`src/rtl/ahb_slv_bridge.sv`:
```
// ---------------------------------------------------------------------------
// ahb_slv_bridge
//
// AHB-Lite slave that turns bus transfers into a simple register-bus access.
// It is placed between the AHB interconnect and the AudioNet control/status
// register file.
//
// The address phase is registered, and the register access runs in the data
// phase that follows. Byte strobes are derived from hsize and the low address
// bits. SEQ beats are checked against the address the burst should produce
// next. Range, alignment, size and burst-address violations get the two-cycle
// AHB ERROR response, and no register access is made for them. A data phase
// that waits on 'ready' for TIMEOUT cycles is also turned into an ERROR.
//
// Parameters
//   DATA_W   bus data width (32 or 64); NB = DATA_W/8 byte lanes
//   ADDR_W   register-space byte-address width; haddr[31:ADDR_W] must be 0
//   TIMEOUT  data-phase wait cycles allowed before ERROR (0 = no timeout)
//
// Ports
//   hclk, hreset          clock, asynchronous active-high reset
//   hsel, haddr, hburst,  AHB address-phase controls
//   hsize, htrans, hwrite
//   hwdata                AHB data-phase write data
//   hreadyin              bus-wide HREADY (previous transfer complete)
//   hrdata, hreadyout,    AHB slave response
//   hresp
//   val, addr, write,     register-bus request (valid during the data phase)
//   wdata, wstrb
//   rdata, ready          register-bus response
// ---------------------------------------------------------------------------
module ahb_slv_bridge #(
    parameter int DATA_W  = 32,
    parameter int ADDR_W  = 10,
    parameter int TIMEOUT = 16
) (
    input  logic                hclk,
    input  logic                hreset,
    input  logic                hsel,
    input  logic [31:0]         haddr,
    input  logic [2:0]          hburst,
    input  logic [2:0]          hsize,
    input  logic [1:0]          htrans,
    input  logic                hwrite,
    input  logic [DATA_W-1:0]   hwdata,
    input  logic                hreadyin,
    output logic [DATA_W-1:0]   hrdata,
    output logic                hreadyout,
    output logic [1:0]          hresp,
    output logic                val,
    output logic [ADDR_W-1:0]   addr,
    output logic                write,
    output logic [DATA_W-1:0]   wdata,
    output logic [DATA_W/8-1:0] wstrb,
    input  logic [DATA_W-1:0]   rdata,
    input  logic                ready
);

    localparam int NB     = DATA_W / 8;
    localparam int LANE_W = $clog2(NB);
    // The timer only needs to reach TIMEOUT-1 before the error is raised.
    localparam int TMR_W  = (TIMEOUT > 1) ? $clog2(TIMEOUT) : 1;

    localparam logic [1:0] HTRANS_SEQ = 2'b11;
    localparam logic [1:0] RESP_OKAY  = 2'b00;
    localparam logic [1:0] RESP_ERROR = 2'b01;

    localparam logic [2:0] HBURST_WRAP4  = 3'd2;
    localparam logic [2:0] HBURST_WRAP8  = 3'd4;
    localparam logic [2:0] HBURST_WRAP16 = 3'd6;

    typedef enum logic [1:0] {
        S_IDLE,
        S_ACCESS,
        S_ERR1,
        S_ERR2
    } state_t;

    state_t             state_reg, state_next;

    logic [ADDR_W-1:0]  addr_reg;
    logic               write_reg;
    logic [NB-1:0]      strb_reg;
    logic [ADDR_W-1:0]  exp_addr_reg;
    logic [TMR_W-1:0]   timer_reg;

    logic [ADDR_W-1:0]  exp_addr_next;
    logic [NB-1:0]      strb_next;

    // ------------------------------------------------------------------
    // Next beat address of a burst. WRAP bursts keep the bits above the
    // wrap block fixed and let only the bits inside the block increment.
    // INCR and SINGLE simply increment, truncated to ADDR_W.
    // ------------------------------------------------------------------
    function automatic logic [ADDR_W-1:0] next_beat(
        input logic [ADDR_W-1:0] cur,
        input logic [2:0]        size,
        input logic [2:0]        burst
    );
        logic [ADDR_W-1:0] step;
        logic [ADDR_W-1:0] inc;
        logic [ADDR_W-1:0] span;
        logic [ADDR_W-1:0] mask;
        step = {{(ADDR_W-1){1'b0}}, 1'b1} << size;
        inc  = cur + step;
        case (burst)
            HBURST_WRAP4:  span = step << 2;
            HBURST_WRAP8:  span = step << 3;
            HBURST_WRAP16: span = step << 4;
            default:       span = '0;
        endcase
        if (span == '0) begin
            next_beat = inc;
        end else begin
            mask      = span - {{(ADDR_W-1){1'b0}}, 1'b1};
            next_beat = (cur & ~mask) | (inc & mask);
        end
    endfunction

    // ------------------------------------------------------------------
    // Address-phase decode
    // ------------------------------------------------------------------
    logic accept_window;
    logic accept;
    logic viol_range;
    logic viol_align;
    logic viol_size;
    logic viol_seq;
    logic viol;
    logic load_phase;
    logic timeout_hit;

    // A new address phase can be taken whenever this slave is not holding
    // the bus: in IDLE, in the second ERROR cycle, or when the current
    // access completes. The last case gives zero-bubble back-to-back transfers.
    assign accept_window = (state_reg == S_IDLE) || (state_reg == S_ERR2) ||
                           ((state_reg == S_ACCESS) && ready);
    assign accept        = accept_window && hsel && hreadyin && htrans[1];

    assign viol_range = |haddr[31:ADDR_W];
    assign viol_align = |(haddr & ((32'd1 << hsize) - 32'd1));
    assign viol_size  = (hsize > 3'(LANE_W));
    assign viol_seq   = (htrans == HTRANS_SEQ) && (haddr[ADDR_W-1:0] != exp_addr_reg);
    assign viol       = viol_range || viol_align || viol_size || viol_seq;
    assign load_phase = accept && !viol;

    assign timeout_hit = (TIMEOUT != 0) && (timer_reg == TMR_W'(TIMEOUT - 1));

    assign exp_addr_next = next_beat(haddr[ADDR_W-1:0], hsize, hburst);

    // ------------------------------------------------------------------
    // Byte strobes: lanes [lane_lo, lane_hi) are enabled. lane_hi only
    // overflows for sizes wider than the bus, and those transfers are
    // rejected as violations, so the overflow never reaches the outputs.
    // ------------------------------------------------------------------
    logic [LANE_W:0] lane_lo;
    logic [LANE_W:0] lane_hi;

    assign lane_lo = {1'b0, haddr[LANE_W-1:0]};
    assign lane_hi = lane_lo + ({{LANE_W{1'b0}}, 1'b1} << hsize);

    generate
        for (genvar gi = 0; gi < NB; gi++) begin : g_lane
            localparam logic [LANE_W:0] LANE_IDX = gi;
            assign strb_next[gi] = (LANE_IDX >= lane_lo) && (LANE_IDX < lane_hi);
        end
    endgenerate

    // ------------------------------------------------------------------
    // FSM state register
    // ------------------------------------------------------------------
    always_ff @(posedge hclk or posedge hreset) begin
        if (hreset) begin
            state_reg <= S_IDLE;
        end else begin
            state_reg <= state_next;
        end
    end

    // ------------------------------------------------------------------
    // FSM next state and outputs
    // ------------------------------------------------------------------
    always_comb begin
        state_next = state_reg;
        hreadyout  = 1'b1;
        hresp      = RESP_OKAY;
        hrdata     = '0;
        val        = 1'b0;
        addr       = '0;
        write      = 1'b0;
        wdata      = '0;
        wstrb      = '0;

        case (state_reg)
            S_IDLE, S_ERR2: begin
                if (state_reg == S_ERR2) begin
                    hresp = RESP_ERROR;
                end
                if (accept) begin
                    state_next = viol ? S_ERR1 : S_ACCESS;
                end else begin
                    state_next = S_IDLE;
                end
            end

            S_ACCESS: begin
                val       = 1'b1;
                addr      = addr_reg;
                write     = write_reg;
                wstrb     = strb_reg;
                wdata     = write_reg ? hwdata : '0;
                hreadyout = ready;
                if (ready && !write_reg) begin
                    hrdata = rdata;
                end
                if (ready) begin
                    if (accept) begin
                        state_next = viol ? S_ERR1 : S_ACCESS;
                    end else begin
                        state_next = S_IDLE;
                    end
                end else if (timeout_hit) begin
                    // Give up on the register file. val drops because the
                    // next state is ERR1.
                    state_next = S_ERR1;
                end
            end

            S_ERR1: begin
                hreadyout  = 1'b0;
                hresp      = RESP_ERROR;
                state_next = S_ERR2;
            end

            default: begin
                state_next = S_IDLE;
            end
        endcase
    end

    // ------------------------------------------------------------------
    // Registered address phase, burst tracking and wait-state timer.
    // The expected burst address changes only on a valid accept, so BUSY
    // beats and rejected beats leave it as it was.
    // ------------------------------------------------------------------
    always_ff @(posedge hclk or posedge hreset) begin
        if (hreset) begin
            addr_reg     <= '0;
            write_reg    <= 1'b0;
            strb_reg     <= '0;
            exp_addr_reg <= '0;
            timer_reg    <= '0;
        end else begin
            if (load_phase) begin
                addr_reg     <= haddr[ADDR_W-1:0];
                write_reg    <= hwrite;
                strb_reg     <= strb_next;
                exp_addr_reg <= exp_addr_next;
            end
            if ((state_reg == S_ACCESS) && !ready && !timeout_hit) begin
                timer_reg <= timer_reg + 1'b1;
            end else begin
                timer_reg <= '0;
            end
        end
    end

endmodule
```
`config.mk`:
```
export PLATFORM = sky130hd
export DESIGN_NAME = ahb_slv_bridge
export DESIGN_NICKNAME = d
export VERILOG_FILES = /design/src/rtl/ahb_slv_bridge.sv
export SDC_FILE = /design/constraint.sdc
export NUM_CORES = 1
export LEC_CHECK = 0
export CELL_PAD_IN_SITES_DETAIL_PLACEMENT = 2
export CELL_PAD_IN_SITES_GLOBAL_PLACEMENT = 2
export CORE_UTILIZATION = 19
export CTS_BUF_LIST = sky130_fd_sc_hd__clkbuf_8 sky130_fd_sc_hd__clkbuf_16
export DETAILED_ROUTE_END_ITERATION = 8
export PLACE_DENSITY_LB_ADDON = 0.2
export RECOVER_POWER = 50
export SYNTH_ARGS = -nofsm -noshare
export SYNTH_HDL_FRONTEND = slang
export SYNTH_SLANG_ARGS = --single-unit
```
`constraint.sdc`:
```
create_clock -name hclk -period 2.4 [get_ports hclk]
set_input_delay 0.48 -clock hclk [delete_from_list [all_inputs] [get_ports hclk]]
set_output_delay 0.48 -clock hclk [all_outputs]
set_load 0.02 [all_outputs]
```
==> results <==
- The total power density per cell area is 387 nW/um2.
- The flow ran to the end, and the final reports show no timing, DRC or antenna violations.
- The global-route congestion overflow total is 0.
- 0 antenna diodes ended up in the layout.
- Summed over all cells, the static leakage comes to 3.03 nW.
- The global routing met3 resource utilization is 2.96%.
- The wire length reported by the detailed router is 14,900 um.
- The portion of the post-synthesis area used by sequential elements is 25.6%.
- IR analysis of the VDD net gives a maximum drop of 0.261 mV.
- The synthesized design contains 0 enable-type register cells.
- The cell area after layout is 5960 um2.
- The floorplan step defined a die boundary enclosing 16,400 um2.
- The initial antenna violation count is 0.
- The post-route total power is 2.30 mW.
- The final critical delay including setup and external delays is 2.39 ns.
- The transition time at the pin with the least slew margin is 0.822 ns.
- The cell with the largest stage delay on the worst path is ha_1.
- The number of sinks handled by clock tree synthesis is 31.
- Cells with a size suffix above 1 make up 29.2% of the layout.
- During I/O placement, the number of pins put on the boundary was 193.
- The clock tree root buffer cell is clkbuf_16.
- Static timing analysis puts the maximum clock frequency at 0.418 GHz.
- The first global-routing pass estimated 22,800 um of wire.
- The number of detailed-route iterations in the first pass is 4.
- The type of destination of the critical path is a flop.
- The number of buffer and inverter stages on the critical path is 6.
- The startpoint type of the worst setup path is an input pin.
- TritonCTS built the clock tree.
- The max-slew violation total from the final report is 0.
- After global routing, the most crowded layer is met2.
- Traced cell by cell, the critical path runs through buf_6 > buf_6 > buf_4 > buf_4 > nor3b_1 > buf_4 > ha_1 > nor3_1 > nor2_1 > o41ai_2 > buf_4 > a211oi_2 > xnor2_1 > o21ai_1.
- After clock tree synthesis, the flow added hold-fix buffers numbering 0.
- The combined area of all synthesized cells is 3030 um2.
- The count of input and output buffers is 191.
- Measured along the y axis, the die boundary spans 128 um.
- Yosys attributes the largest share of cell area to dfrtp_1 26%, and2_1 10%, and3_1 7.0%.
- The via count of the first global-routing pass is 4,168.
- The clock transition at the register clock pins on the worst setup and hold paths after CTS is 0.05 ns.
- The async set or reset register ratio after synthesis is 100%.
- The wire-length estimate of the detail-placed layout is 12,100 um.
- The routed layout has 3,729 vias.
- The class of the tightest hold or removal check is flop to flop.
- In this run the deepest clock path goes through 2 buffers.
- The area growth from synthesis to layout is 96.8%.
- The setup violation total in the final timing report is 0.
- The remaining number of nets flagged by the antenna check after routing is 0.
- The unique cell type count in the Yosys netlist is 60.
- Dividing the detail-routed wire length by the instance count gives 17.8 um.
- The global router's overall resource usage is 17.8%.
- After detailed routing, the number of remaining DRC violations is 0.
- The hold violation total from the final report is 0.
- The family of cells with the greatest summed delay on the critical path is buffers and inverters.
- The clock insertion delay at the later pin of the skew report is 0.28 ns.
- The biggest area consumer among synthesized cells is dfrtp_1.
- Summing all placed instances gives a cell area of 5620 um2.
- The maximum number of pins on one net before global-route repair is 50.
- In this run the tightest slew margin relative to its limit is 45.2%.
- The final critical path takes up 99.6% of the cycle.
- Across the run, the number of max-cap violations was 0.
- Counting stages on the worst path, the most repeated cell is buf_4.
- The type of the worst setup path is input pin to flop.
- Setup repair after global routing could not meet its margin everywhere.
- The clock arrives with 0.00371 ns of skew.
- The die span in x is 128 um.
- For this configuration, the core starts out at a cell density of 19.7%.
- The required time of the critical path is 2.56 ns.
- The worst hold-check slack is 0.479 ns.
- The cell row count is 45.
- The H-tree was split into 2 levels.
- The cell count after synthesis came out at 371.
- The largest single stage delay on the critical path is 0.32 ns.
- The number of design-rule violations left by the first detailed-router iteration is 76.
- Among all flip-flop cells after synthesis, the most frequent one is dfrtp_1.
- The net count of the finished layout is 753.
- The floorplan step defined a core boundary enclosing 15,400 um2.
- The top cell type by area accounts for 25.6% of the synthesized area.
- The detail-routed via count per cell is 4.46.
- Setup total negative slack on the finished layout was measured at 0 ns.
- The peak fanout along the critical path is 4.
- For this run, the number of Yosys warnings is 0.
- After synthesis the netlist holds a flip-flop and latch count of 31.
- The number of nets produced by synthesis is 499.
- Data arrives at the worst endpoint at 2.55 ns.
- After synthesis, the mean cell area works out to 8.16 um2.
- Counting the buffers created by CTS gives 5.
- The met2 track demand over resource is 33.7%.
- At the end of routability-driven placement, the weighted congestion stood at 0.794.
- The met1 usage is 19.4%.
[repair_timing]
item                       CTS  global route
buffers inserted             7             8
setup endpoints to repair  107            55
gates resized for setup    128            89
cloned                       0             1
pin swaps                   23            21
[cells by family (layout without fill, tap and decap cells)]
logic type	count (synthesis)	in the layout	synth area share (%)
AND/OR/NAND/NOR	178	178	33.9
AO/OA/AOI/OAI	65	65	14.3
XOR/XNOR	22	22	6.37
adder cells (fa/ha/maj)	18	18	7.69
buffers and inverters	41	296	6.45
other	1	1	0.124
multiplexers	15	15	5.50
flip-flops	31	31	25.6
[cell type report]
| cell class | instances | area [um2] |
|---|---|---|
| clock inverters | 2 | 35.0 |
| multi-input cells | 299 | 2310 |
| clock buffers | 6 | 139 |
| repair buffers | 273 | 2370 |
| fillers | 1741 | 9420 |
| flip-flops and latches | 31 | 776 |
| well taps | 211 | 264 |
| inverters | 15 | 58.8 |
[metrics by stage]
step                setup WS, ns  utilization, %  std cells
floorplan                 -0.312               -        371
global placement          -0.853            36.6        814
detailed placement        -0.874            36.6        814
CTS                      -0.0198            38.3        829
global route              -0.107            38.7        837
finish                   0.00911            38.7        837
[path summary, 6_finish.rpt]
kind	cells after the start	slack, ns	start	end
worst max-delay path	14	0.009	hsize[2]	exp_addr_reg[9]
worst min-delay path	1	0.48	timer_reg[0]	timer_reg[0]
max in group asynchronous	3	1.00	hreset	addr_reg[7]
min in group asynchronous	3	0.89	hreset	timer_reg[0]
worst min register to register	1	0.48	timer_reg[0]	timer_reg[0]
worst max register to register	7	0.39	state_reg[0]	addr_reg[3]
[power breakdown]
part | leakage [nW] | switching [mW] | internal (mW)
clock | 0.0868 | 0.232 | 0.516
sequential | 0.433 | 0.0137 | 0.540
combinational | 2.51 | 0.512 | 0.492
[per-layer routing]
layer / vias up / share of wire [%]
met4: 0 / 3.3
met5: - / 0
li1: 1797 / -
met3: 22 / 4.3
met2: 120 / 53
met1: 1790 / 39
[synthesized netlist by cell type, drive strengths merged (6+ instances only)]
library cell	instances
a21oi	6
a31oi	6
and2	49
and3	34
buf	14
clkbuf	12
dfrtp	31
ha	17
inv	15
mux2	10
nand2	28
nand2b	7
nand3	8
nor2	20
nor4	8
o21ai	29
xnor2	10
xor2	12
[placed cells by master, fill, tap and decap left out, drive strengths merged, types with 2 or more instances in the layout]
cell type      count
a211oi             5
a21oi              6
a22oi              2
a31oi              6
and2              49
and3              34
buf               84
clkbuf            41
clkdlybuf4s50    101
dfrtp             31
dlygate4sd2       47
dlymetal6s2s       5
ha                17
inv               15
mux2              10
mux2i              5
nand2             28
nand2b             7
nand3              8
nand3b             2
nand4              2
nor2              20
nor2b              3
nor3               4
nor3b              4
nor4               8
o21ai             29
o21bai             2
o22ai              2
o31ai              2
o41ai              2
or3                2
or3b               2
xnor2             10
xor2              12
Note: power is estimated with default switching activity, not from simulation.
